[config.mk]
export PLATFORM = sky130hd
export DESIGN_NAME = sa_loader
export DESIGN_NICKNAME = d
export VERILOG_FILES = /design/src/rtl/sa_loader.sv
export SDC_FILE = /design/constraint.sdc
export NUM_CORES = 1
export LEC_CHECK = 0
export CELL_PAD_IN_SITES_DETAIL_PLACEMENT = 1
export CELL_PAD_IN_SITES_GLOBAL_PLACEMENT = 1
export CORE_MARGIN = 10
export CORE_UTILIZATION = 30
export DETAILED_ROUTE_END_ITERATION = 6
export HOLD_SLACK_MARGIN = 0.1
export PLACE_DENSITY_LB_ADDON = 0.3
export SYNTH_ARGS = -nofsm -noshare
export SYNTH_HDL_FRONTEND = slang
export SYNTH_SLANG_ARGS = --single-unit
[constraint.sdc]
create_clock -name clk -period 2.8 [get_ports clk]
set_input_delay 0.56 -clock clk [delete_from_list [all_inputs] [get_ports clk]]
set_output_delay 0.56 -clock clk [all_outputs]
set_load 0.005 [all_outputs]
[src/rtl/sa_loader.sv]
// Frame sequencer for the 4x4 systolic array tile: clears the array, streams weights,
// features and (with SA_LOADER_THRESH_EN) the threshold into it, then runs it once.
module sa_loader #(
  parameter int unsigned RUN_CYCLES = 26
) (
  input  logic       clk,
  input  logic       rst,
  input  logic       start,
  input  logic       s_valid,
  input  logic [7:0] s_data,
  output logic       s_ready,
  output logic       busy,
  output logic       done,
  output logic       sa_rst,
  output logic       sa_we,
  output logic       sa_ena,
  output logic [1:0] sa_sel,
  output logic [3:0] sa_addr,
  output logic [7:0] sa_data,
  output logic [2:0] dbg_state
);

  typedef enum logic [2:0] {
    ST_IDLE   = 3'd0,
    ST_CLR    = 3'd1,
    ST_LOAD_W = 3'd2,
    ST_LOAD_F = 3'd3,
`ifdef SA_LOADER_THRESH_EN
    ST_LOAD_T = 3'd4,
`endif
    ST_RUN    = 3'd5,
    ST_FIN    = 3'd6
  } state_e;

  localparam logic [1:0] SEL_W = 2'b00;
  localparam logic [1:0] SEL_F = 2'b01;
`ifdef SA_LOADER_THRESH_EN
  localparam logic [1:0] SEL_T = 2'b10;
`endif
  localparam logic [7:0] RUN_LOAD = 8'(RUN_CYCLES);

  state_e     state_q, state_d;
  logic [3:0] idx_q, idx_d;
  logic [7:0] cnt_q, cnt_d;
  logic       s_ready_q, s_ready_d;
  logic       busy_q, busy_d;
  logic       done_q, done_d;
  logic       sa_rst_q, sa_rst_d;
  logic       sa_we_q, sa_we_d;
  logic       sa_ena_q, sa_ena_d;
  logic [1:0] sa_sel_q, sa_sel_d;
  logic [3:0] sa_addr_q, sa_addr_d;
  logic [7:0] sa_data_q, sa_data_d;
  logic       beat;

  // Handshake: s_ready is registered and only high in the load states; a byte transfers
  // on every rising edge where s_valid && s_ready, and s_data is only sampled on that edge.
  assign beat = s_valid & s_ready_q;

  always_comb begin
    state_d   = state_q;
    idx_d     = idx_q;
    cnt_d     = cnt_q;
    s_ready_d = 1'b0;
    done_d    = 1'b0;
    sa_rst_d  = 1'b0;
    sa_we_d   = 1'b0;
    sa_ena_d  = 1'b0;
    sa_sel_d  = sa_sel_q;
    sa_addr_d = sa_addr_q;
    sa_data_d = sa_data_q;

    case (state_q)
      ST_IDLE: begin
        if (start) begin
          state_d  = ST_CLR;
          sa_rst_d = 1'b1;
          idx_d    = 4'd0;
        end
      end

      ST_CLR: begin
        state_d   = ST_LOAD_W;
        s_ready_d = 1'b1;
      end

      ST_LOAD_W: begin
        s_ready_d = 1'b1;
        if (beat) begin
          sa_we_d   = 1'b1;
          sa_sel_d  = SEL_W;
          sa_addr_d = idx_q;
          sa_data_d = s_data;
          idx_d     = idx_q + 4'd1;
          if (idx_q == 4'd15) begin
            state_d = ST_LOAD_F;
          end
        end
      end

      ST_LOAD_F: begin
        s_ready_d = 1'b1;
        if (beat) begin
          sa_we_d   = 1'b1;
          sa_sel_d  = SEL_F;
          sa_addr_d = idx_q;
          sa_data_d = s_data;
          idx_d     = idx_q + 4'd1;
          if (idx_q == 4'd15) begin
`ifdef SA_LOADER_THRESH_EN
            state_d   = ST_LOAD_T;
`else
            // Last byte of the frame: stop accepting and arm the run window.
            state_d   = ST_RUN;
            s_ready_d = 1'b0;
            cnt_d     = RUN_LOAD;
`endif
          end
        end
      end

`ifdef SA_LOADER_THRESH_EN
      ST_LOAD_T: begin
        s_ready_d = 1'b1;
        if (beat) begin
          sa_we_d   = 1'b1;
          sa_sel_d  = SEL_T;
          sa_addr_d = 4'd0;
          sa_data_d = s_data;
          state_d   = ST_RUN;
          s_ready_d = 1'b0;
          cnt_d     = RUN_LOAD;
        end
      end
`endif

      ST_RUN: begin
        // The counter was loaded on entry, so the enable starts the cycle after the last write.
        if (cnt_q != 8'd0) begin
          sa_ena_d = 1'b1;
          cnt_d    = cnt_q - 8'd1;
        end else begin
          done_d  = 1'b1;
          state_d = ST_FIN;
        end
      end

      ST_FIN: begin
        state_d = ST_IDLE;
      end

      default: begin
        state_d = ST_IDLE;
      end
    endcase

    busy_d = (state_d != ST_IDLE);
  end

  always_ff @(posedge clk or negedge rst) begin
    if (!rst) begin
      state_q   <= ST_IDLE;
      idx_q     <= 4'd0;
      cnt_q     <= 8'd0;
      s_ready_q <= 1'b0;
      busy_q    <= 1'b0;
      done_q    <= 1'b0;
      sa_rst_q  <= 1'b1;
      sa_we_q   <= 1'b0;
      sa_ena_q  <= 1'b0;
      sa_sel_q  <= 2'b00;
      sa_addr_q <= 4'd0;
      sa_data_q <= 8'd0;
    end else begin
      state_q   <= state_d;
      idx_q     <= idx_d;
      cnt_q     <= cnt_d;
      s_ready_q <= s_ready_d;
      busy_q    <= busy_d;
      done_q    <= done_d;
      sa_rst_q  <= sa_rst_d;
      sa_we_q   <= sa_we_d;
      sa_ena_q  <= sa_ena_d;
      sa_sel_q  <= sa_sel_d;
      sa_addr_q <= sa_addr_d;
      sa_data_q <= sa_data_d;
    end
  end

  assign s_ready   = s_ready_q;
  assign busy      = busy_q;
  assign done      = done_q;
  assign sa_rst    = sa_rst_q;
  assign sa_we     = sa_we_q;
  assign sa_ena    = sa_ena_q;
  assign sa_sel    = sa_sel_q;
  assign sa_addr   = sa_addr_q;
  assign sa_data   = sa_data_q;
  assign dbg_state = state_q;

endmodule

==> results of run 1 <==
sequential cells by signal (all words and copies together) (netlist names):
| signal | count |
|---|---|
| cnt_q | 8 |
| sa_data | 8 |
| idx_q | 4 |
| sa_addr | 4 |
| dbg_state | 3 |
| busy | 1 |
| done | 1 |
| s_ready | 1 |
| sa_ena | 1 |
| sa_rst | 1 |
| sa_sel | 1 |
| sa_we | 1 |
kinds of logic after synthesis:
| group | count (synthesis) | share of synthesized area [%] |
|---|---|---|
| xor gates and xnor gates | 2 | 1.107 |
| DFF | 34 | 53.83 |
| and+or+nand+nor | 93 | 28.77 |
| muxes | 3 | 1.897 |
| AOI/OAI and AO/OA | 18 | 8.380 |
| adders and majority gates | 3 | 2.372 |
| other | 1 | 0.2369 |
| buffers and inverters | 11 | 3.398 |
routing by layer:
layer	part of all wire (%)	global-route usage, %
met1	43	11.98
met5	0	0
met3	6.4	4.278
met4	0.90	3.213
met2	50	16.94
metrics by stage:
stage          util (%)  hold slack, ns
2_1_floorplan         -          0.2644
3_3_place_gp      38.85          0.4592
3_5_place_dp      38.85          0.4663
4_1_cts           41.65          0.4847
5_1_grt           41.65          0.5183
6_report          41.65          0.4804
final timing paths:
check / from / to / slack [ns] / cells past startpoint
worst max-delay path: s_valid / cnt_q[6] / 0.76 / 7
worst min-delay path: sa_data[0] / sa_data[0] / 0.48 / 2
worst max register to register: dbg_state[1] / cnt_q[6] / 0.92 / 6
worst min register to register: sa_data[0] / sa_data[0] / 0.48 / 2
max in group asynchronous: rst / sa_rst / 1.77 / 2
min in group asynchronous: rst / sa_addr[0] / 0.68 / 2
Yosys cell counts (all sizes together):
master / count
conb: 1
o21ai: 5
a21oi: 3
nand2: 48
clkbuf: 1
mux2i: 3
ha: 3
or4: 1
nand4b: 1
o211ai: 1
a2111oi: 1
a211oi: 1
and2b: 1
or3b: 1
o22ai: 1
inv: 4
a211o: 2
and2: 2
nor3b: 1
buf: 6
a22o: 1
dfstp: 1
nor2: 17
or2: 1
nor4b: 1
or3: 2
dfrtp: 33
nor3: 5
and3b: 1
and3: 1
nor4: 1
nand3: 3
xor2: 2
nand3b: 1
nand4: 5
a31oi: 3
report_power, final:
| group | leakage [nW] | switching [W] | internal [W] | total (W) |
|---|---|---|---|---|
| Combinational | 0.467 | 0.000287 | 0.000327 | 0.000614 |
| Clock | 0.0714 | 0.000188 | 0.000380 | 0.000568 |
| Sequential | 0.397 | 0.000193 | 0.000661 | 0.000853 |
worst max-delay path, delay by kind of cell:
family | cells | cell delay [ns]
buffers and inverters | 3 | 0.89
AND/OR/NAND/NOR | 2 | 0.41
AO/OA/AOI/OAI | 2 | 0.39
cell type report:
type / count / area [µm²] / area share, %
Clock inverter: 2 / 60.06 / 2.824
Inverter: 4 / 15.01 / 0.7059
Sequential cell: 34 / 852.1 / 40.06
Timing Repair Buffer: 36 / 352.8 / 16.59
Clock buffer: 6 / 82.58 / 3.882
Tap cell: 70 / 87.58 / 4.118
Multi-Input combinational cell: 120 / 676.9 / 31.82
==> impl_metrics.tcl, run 1 <==
set metrics [dict create \
    drt_iter0_drc 19 \
    dpl.cell_count 264 \
    die_h_um 92.64 \
    status "finished, final reports clean" \
    pre_cts_ws_ns 0.4304 \
    ys_seq_area_share_pct 53.83 \
    final_common_cell "nand2_1" \
    cts_max_level 2 \
    place.gp.congestion 0.8124 \
    die_w_um 92.64 \
    maxSlewHeadroom_pct 64.85 \
    drive_above_1_share_pct 9.901 \
    tns_ns 0 \
    skew_ns 0.009326 \
    placed_area_um2 1984 \
    drt_first_pass_iters 3 \
    synthCells 165 \
    grt_max_degree 35 \
    path_clk_slew_ns 0.07 \
    root_buffer "clkbuf_8" \
    core_um2 5107 \
    clock_latency_ns 0.29 \
    synth_warnings 0 \
    crit_required_ns 3.02 \
    final_cell_mix "48 x nand2_1, 33 x dfrtp_1, 33 x clkdlybuf4s50_1" \
    overflow 0 \
    grt.total_usage_pct 10.31 \
    ctsHoldBuffers 0 \
    cts_resized 0 \
    hpwl_mm 3.173 \
    postCtsSetupRepairBufs 0 \
    grt_pass1_vias 1403 \
    n_fill_cell 607 \
    syn_avg_cell_area_um2 9.593 \
    crit_path_cell_trace "clkdlybuf4s50_1 > nand4b_4 > inv_2 > buf_4 > nand4_1 > a211o_1 > o21ai_1" \
    clock-sinks 34 \
    synth_fp_nets 180 \
    ys_types 40 \
    viasPerCell 4.794 \
    grt_pass1_wl_mm 7.189 \
    dieArea_um2 8581 \
    final_cell_count_no_fill 272 \
    remaining_drc_errors 0 \
    synth_area_leader_cell "dfrtp_1" \
    areaGrowthSynthToFinish_pct 34.39 \
    synth_area_um2 1583 \
    cpPeakStageDelay_ns 0.53 \
    hold_violations 0 \
    fin_crit_ns 2.043 \
    drt.antenna.violating_nets 0 \
    synth_top_area_share_pct 52.17 \
    cts_tree "built" \
    setup-violations-final 0 \
    arrival_ns 2.26 \
    drv_slew 0 \
    fmax_mhz 489.6 \
    critPathMaxFanout 19 \
    power_density_nw_per_um2 956.7 \
    numPortBuffers 33 \
    final_nets 216 \
    fin_crit_sh_pct 72.95 \
    antenna_cells 0 \
    end_kind "flop" \
    design_area_um2 2127 \
    peakVddDrop_mv 0.3722 \
    hold_path.class "reg2reg" \
    clockBufferDepth 2 \
    crit_type "in2reg" \
    p_total_w 0.002035 \
    pin_count 35 \
    tightestPinTransition_ns 0.5273 \
    ys_ff_latch 34 \
    grt_antenna_before_repair 0 \
    routed_wl_mm 4.216 \
    slowest_stage "clkdlybuf4s50_1" \
    cts_buffers 5 \
    wire_per_inst_um 15.50 \
    synthTopCellsByArea "dfrtp_1 52%, nand2_1 11%, nor2_1 4.0%, ha_1 2.4%, nand4_1 2.0%" \
    maxCapViolCount 0 \
    num_vias 1304 \
    num_rows 26 \
    rsz0062_at_grt "false" \
    leakagePower_nw 0.9346 \
    critPathLaunchType "primary input" \
    start_util_pct 30.99 \
    finalWorstSetupSlack_ns 0.7575 \
]
(Power assumes the default switching activity.)
==> run 2: changes to the inputs <==
clock period = 1.8 ns   (was 2.8 ns; I/O delays follow)
==> run 2 against run 1 <==
Against the previous run: via count rose by 1.2%; wire length rose by 1.3%; register-to-register slack got worse by 0.84 ns; critical path depth fell by 6; sequential cell count did not move; clock skew fell by 0.0071 ns; final cell count rose by 2.6%; setup slack got worse by 0.69 ns; critical endpoint is now dbg_state[2]; largest cell class unchanged.
==> impl_metrics.tcl, run 2 (synthesis results as in run 1) <==
set metrics [dict create \
    end_kind "primary output" \
    critPathMaxFanout 11 \
    highest_layer "met4" \
    die_w_um 92.64 \
    drt_iter0_drc 15 \
    drv_slew 0 \
    final_nets 223 \
    clock-sinks 34 \
    grt_antenna_before_repair 0 \
    antenna_cells 0 \
    final_cell_count_no_fill 279 \
    skew_ns 0.002182 \
    hold_end "sa_data[0]" \
    num_vias 1320 \
    critPathLaunchType "flop" \
    crit_required_ns 1.44 \
    dpl.cell_count 271 \
    fin_crit_sh_pct 96.35 \
    grt_max_degree 35 \
    hp-start "sa_data[0]" \
    maxCapViolCount 0 \
    drt_first_pass_iters 4 \
    dieArea_um2 8581 \
    peakVddDrop_mv 0.5437 \
    rr_endpoint "cnt_q[2]" \
    start_util_pct 30.99 \
    arrival_ns 1.37 \
    clock_latency_ns 0.28 \
    status "finished, final reports clean" \
    fmax_mhz 576.6 \
    core_um2 5107 \
    cts_buffers 5 \
    cts_max_level 2 \
    routed_wl_mm 4.272 \
    hold_path.class "reg2reg" \
    grt.total_usage_pct 10.63 \
    grt_pass1_wl_mm 7.472 \
    placed_area_um2 2037 \
    numPortBuffers 33 \
    leakagePower_nw 0.9526 \
    viasPerCell 4.731 \
    crit_type "reg2out" \
    crit_path_cell_trace "clkdlybuf4s50_1" \
    wl_met2_mm 2.153 \
    path_clk_slew_ns 0.07 \
    wire_per_inst_um 15.31 \
    cpPeakStageDelay_ns 0.57 \
    crit_family "buffers and inverters" \
    power_density_nw_per_um2 1410 \
    rrSetupSlack_ns 0.08 \
    die_h_um 92.64 \
    root_buffer "clkbuf_8" \
    cts_tree "built" \
    r2r-start "cnt_q[1]" \
    place.gp.congestion 0.8200 \
    num_rows 26 \
    met3_wirelength_um 212 \
    cp.depth 1 \
    areaGrowthSynthToFinish_pct 37.31 \
    n_fill_cell 616 \
    r2r_cells 6 \
    setup-violations-final 0 \
    fin_crit_ns 1.734 \
    grt_pass1_vias 1497 \
    hold_violations 0 \
    design_area_um2 2173 \
    slowest_stage "clkdlybuf4s50_1" \
    drt-met1-wl_mm 1.860 \
    final_cell_mix "48 x nand2_1, 33 x clkdlybuf4s50_1, 32 x dfrtp_1" \
    hpwl_mm 3.218 \
    clockBufferDepth 2 \
    holdPathStages 2 \
    overflow 0 \
    crit_buf_inv 1 \
    drive_above_1_share_pct 14.83 \
    remaining_drc_errors 0 \
    pin_count 35 \
    final_common_cell "nand2_1" \
    drt.antenna.violating_nets 0 \
    rsz0062_at_grt "false" \
]
## run 2: layout make-up
| class | count | area, µm² | share of cell area (%) |
|---|---|---|---|
| clock buffer | 5 | 68.82 | 3.166 |
| sequential | 34 | 853.3 | 39.26 |
| multi-input combinational | 120 | 703.2 | 32.35 |
| timing repair buffer | 43 | 405.4 | 18.65 |
| clock inverter | 3 | 40.04 | 1.842 |
| tap | 70 | 87.58 | 4.030 |
| inverter | 4 | 15.01 | 0.6908 |
## run 2: worst max-delay path by stage
| stage | from | end | slack [ns] |
|---|---|---|---|
| final | dbg_state[2] | dbg_state[2] | 0.07 |
| after global routing | dbg_state[2] | dbg_state[2] | 0.006 |
| after CTS | cnt_q[1] | cnt_q[4] | 0.03 |
| after detailed placement | s_valid | cnt_q[4] | -0.05 |
| after global placement | s_valid | cnt_q[4] | 0.02 |
| after floorplan | cnt_q[1] | cnt_q[4] | 0.15 |
## run 2: metal layers
metal / GRT usage, % / up-vias
met5: 0 / -
met4: 3.985 / 0
met3: 3.067 / 4
met2: 18.06 / 32
met1: 12.41 / 645
li1: - / 639
## run 2: what timing repair did
action / CTS / global route
hold buffers: 0 / 0
endpoints found under the hold margin: 0 / 0
pin swaps: 1 / 2
gates resized for setup: 2 / 4
setup buffers: 0 / 0
setup endpoints to repair: 4 / 6
## run 2: per-stage QoR
step / setup WS [ns] / util, % / TNS, ns / total power, W / hold WS [ns]
2_1_floorplan: 0.1524 / - / 0 / 0.001776 / 0.06441
3_3_place_gp: 0.02458 / 39.88 / 0 / 0.002318 / 0.4562
3_5_place_dp: -0.05259 / 39.88 / -0.08516 / 0.002395 / 0.4618
4_1_cts: 0.02687 / 42.09 / 0 / 0.003107 / 0.4795
5_1_grt: 0.005563 / 42.55 / 0 / 0.003325 / 0.5092
6_report: 0.06578 / 42.55 / 0 / 0.003065 / 0.4735
## run 2: power breakdown
group	leakage [nW]	switching (W)	total, W	internal [W]
logic	0.499	0.000487	0.00105	0.000566
clock network	0.0579	0.000284	0.000691	0.000407
registers	0.396	0.000290	0.00132	0.00103
==> run 3: changes to the inputs <==
clock period = 1.6 ns   (was 1.8 ns; I/O delays follow)
==> run 3 against run 2 <==
Against the previous run: the flow now finishes with violations (negative setup slack); setup slack lost 0.16 ns; register-to-register slack got worse by 0.17 ns; critical path depth is 5 higher; global-route usage rose by 0.64 points; core utilization up 6.0 points; sequential cell count unchanged; power rose by 29%; design area increased by 14%; hold slack worse by 0.069 ns; critical endpoint is now cnt_q[4].
==> impl_metrics.tcl, run 3 (synthesis results as in run 1) <==
set metrics [dict create \
    status "complete, but fails checks" \
    violations "negative setup slack" \
    final_cell_mix "47 x nand2_1, 36 x buf_4, 30 x clkdlybuf4s50_1" \
    die_h_um 92.64 \
    grt_pass1_vias 1525 \
    dieArea_um2 8581 \
    p_total_w 0.003962 \
    grt_antenna_before_repair 0 \
    fin_crit_ns 1.695 \
    final_common_cell "nand2_1" \
    overflow 0 \
    root_buffer "clkbuf_8" \
    critPathLaunchType "flop" \
    path_clk_slew_ns 0.07 \
    num_rows 26 \
    areaGrowthSynthToFinish_pct 56.52 \
    pin_count 35 \
    drt.antenna.violating_nets 0 \
    cts_buffers 5 \
    grt_max_degree 35 \
    final_util_pct 48.51 \
    placed_area_um2 2177 \
    finalWorstSetupSlack_ns -0.09483 \
    die_w_um 92.64 \
    wire_per_inst_um 16.32 \
    drv_slew 0 \
    fin_crit_sh_pct 105.9 \
    multi_input_area_um2 758.2 \
    grt_pass1_wl_mm 7.762 \
    routed_wl_mm 5.026 \
    grt.total_usage_pct 11.27 \
    clockBufferDepth 2 \
    leakagePower_nw 1.120 \
    hold_path.class "in2async" \
    skew_ns 0.008548 \
    clock-sinks 34 \
    start_util_pct 30.99 \
    critPathMaxFanout 5 \
    core_um2 5107 \
    final_nets 252 \
    cts_max_level 2 \
    drt_first_pass_iters 4 \
    peakVddDrop_mv 0.6147 \
    viasPerCell 4.727 \
    crit_required_ns 1.76 \
    power_density_nw_per_um2 1599 \
    design_area_um2 2477 \
    final_cell_count_no_fill 308 \
    cts_tree "built" \
    crit_type "reg2reg" \
    drt_iter0_drc 43 \
    hold_violations 0 \
    num_vias 1456 \
    place.gp.congestion 0.7893 \
    maxCapViolCount 0 \
    end_kind "flop" \
    fmax_mhz 590.0 \
    hpwl_mm 3.465 \
    dpl.cell_count 286 \
    n_fill_cell 596 \
    clock_latency_ns 0.29 \
    rsz0062_at_grt "true" \
    antenna_cells 0 \
    fin_hold_ws_ns 0.4042 \
    regArea_um2 857.1 \
    drive_above_1_share_pct 28.99 \
    setup-violations-final 4 \
    arrival_ns 1.85 \
    remaining_drc_errors 0 \
    numPortBuffers 33 \
]
run 3: where the power goes:
group / total, W / internal (W) / leakage [nW] / switching, W
sequential: 0.00146 / 0.00116 / 0.393 / 0.000301
clock: 0.000828 / 0.000508 / 0.0585 / 0.000320
combinational: 0.00167 / 0.000935 / 0.669 / 0.000735
total: 0.00396 / 0.00261 / 1.12 / 0.00136
run 3: what timing repair did:
item | CTS | global route
setup endpoints to repair | 10 | 13
resized for setup | 10 | 13
setup buffers | 5 | 9
hold buffers | 0 | 0
pin swaps | 4 | 7
run 3: metal layers:
layer  vias to the layer above  wire (µm)  global-route usage, %
met4                         0         94                  5.141
li1                        695          -                      -
met1                       721       2100                  12.36
met5                         -          0                      0
met2                        33       2579                  19.24
met3                         7        252                  3.874
run 3: worst paths after layout:
path | start | end | slack [ns] | depth (start not counted)
worst min register to register | sa_addr[0] | sa_addr[0] | 0.47 | 2
worst max-delay path | cnt_q[1] | cnt_q[4] | -0.09 | 6
worst max register to register | cnt_q[1] | cnt_q[4] | -0.09 | 6
min in group clk | sa_addr[0] | sa_addr[0] | 0.47 | 2
max in group asynchronous | rst | sa_rst | 0.95 | 2
worst min-delay path | rst | sa_data[1] | 0.40 | 2
run 3: area by class of cell:
| cell class | instances | share of cell area, % |
|---|---|---|
| Inverter | 4 | 0.6061 |
| Timing Repair Buffer | 72 | 25.96 |
| Multi-Input combinational cell | 120 | 30.61 |
| Clock inverter | 1 | 1.212 |
| Tap cell | 70 | 3.535 |
| Clock buffer | 7 | 3.485 |
| Sequential cell | 34 | 34.60 |
run 3: critical path, stage by stage, from the launching register on:
cell and delay, ns:
dfrtp_1 0.40, inv_2 0.08, ha_4 0.13, or3b_4 0.41, o21ai_4 0.25, a2111oi_4 0.13
mux2i_1 0.15
run 3: metrics by stage:
step                      setup slack (ns)  TNS, ns
after detailed placement           -0.2330   -1.168
after global placement             -0.1458  -0.7434
after global routing               -0.1550  -0.5200
final                             -0.09483  -0.2495
after floorplan                   0.006372        0
after CTS                         -0.07404  -0.1914
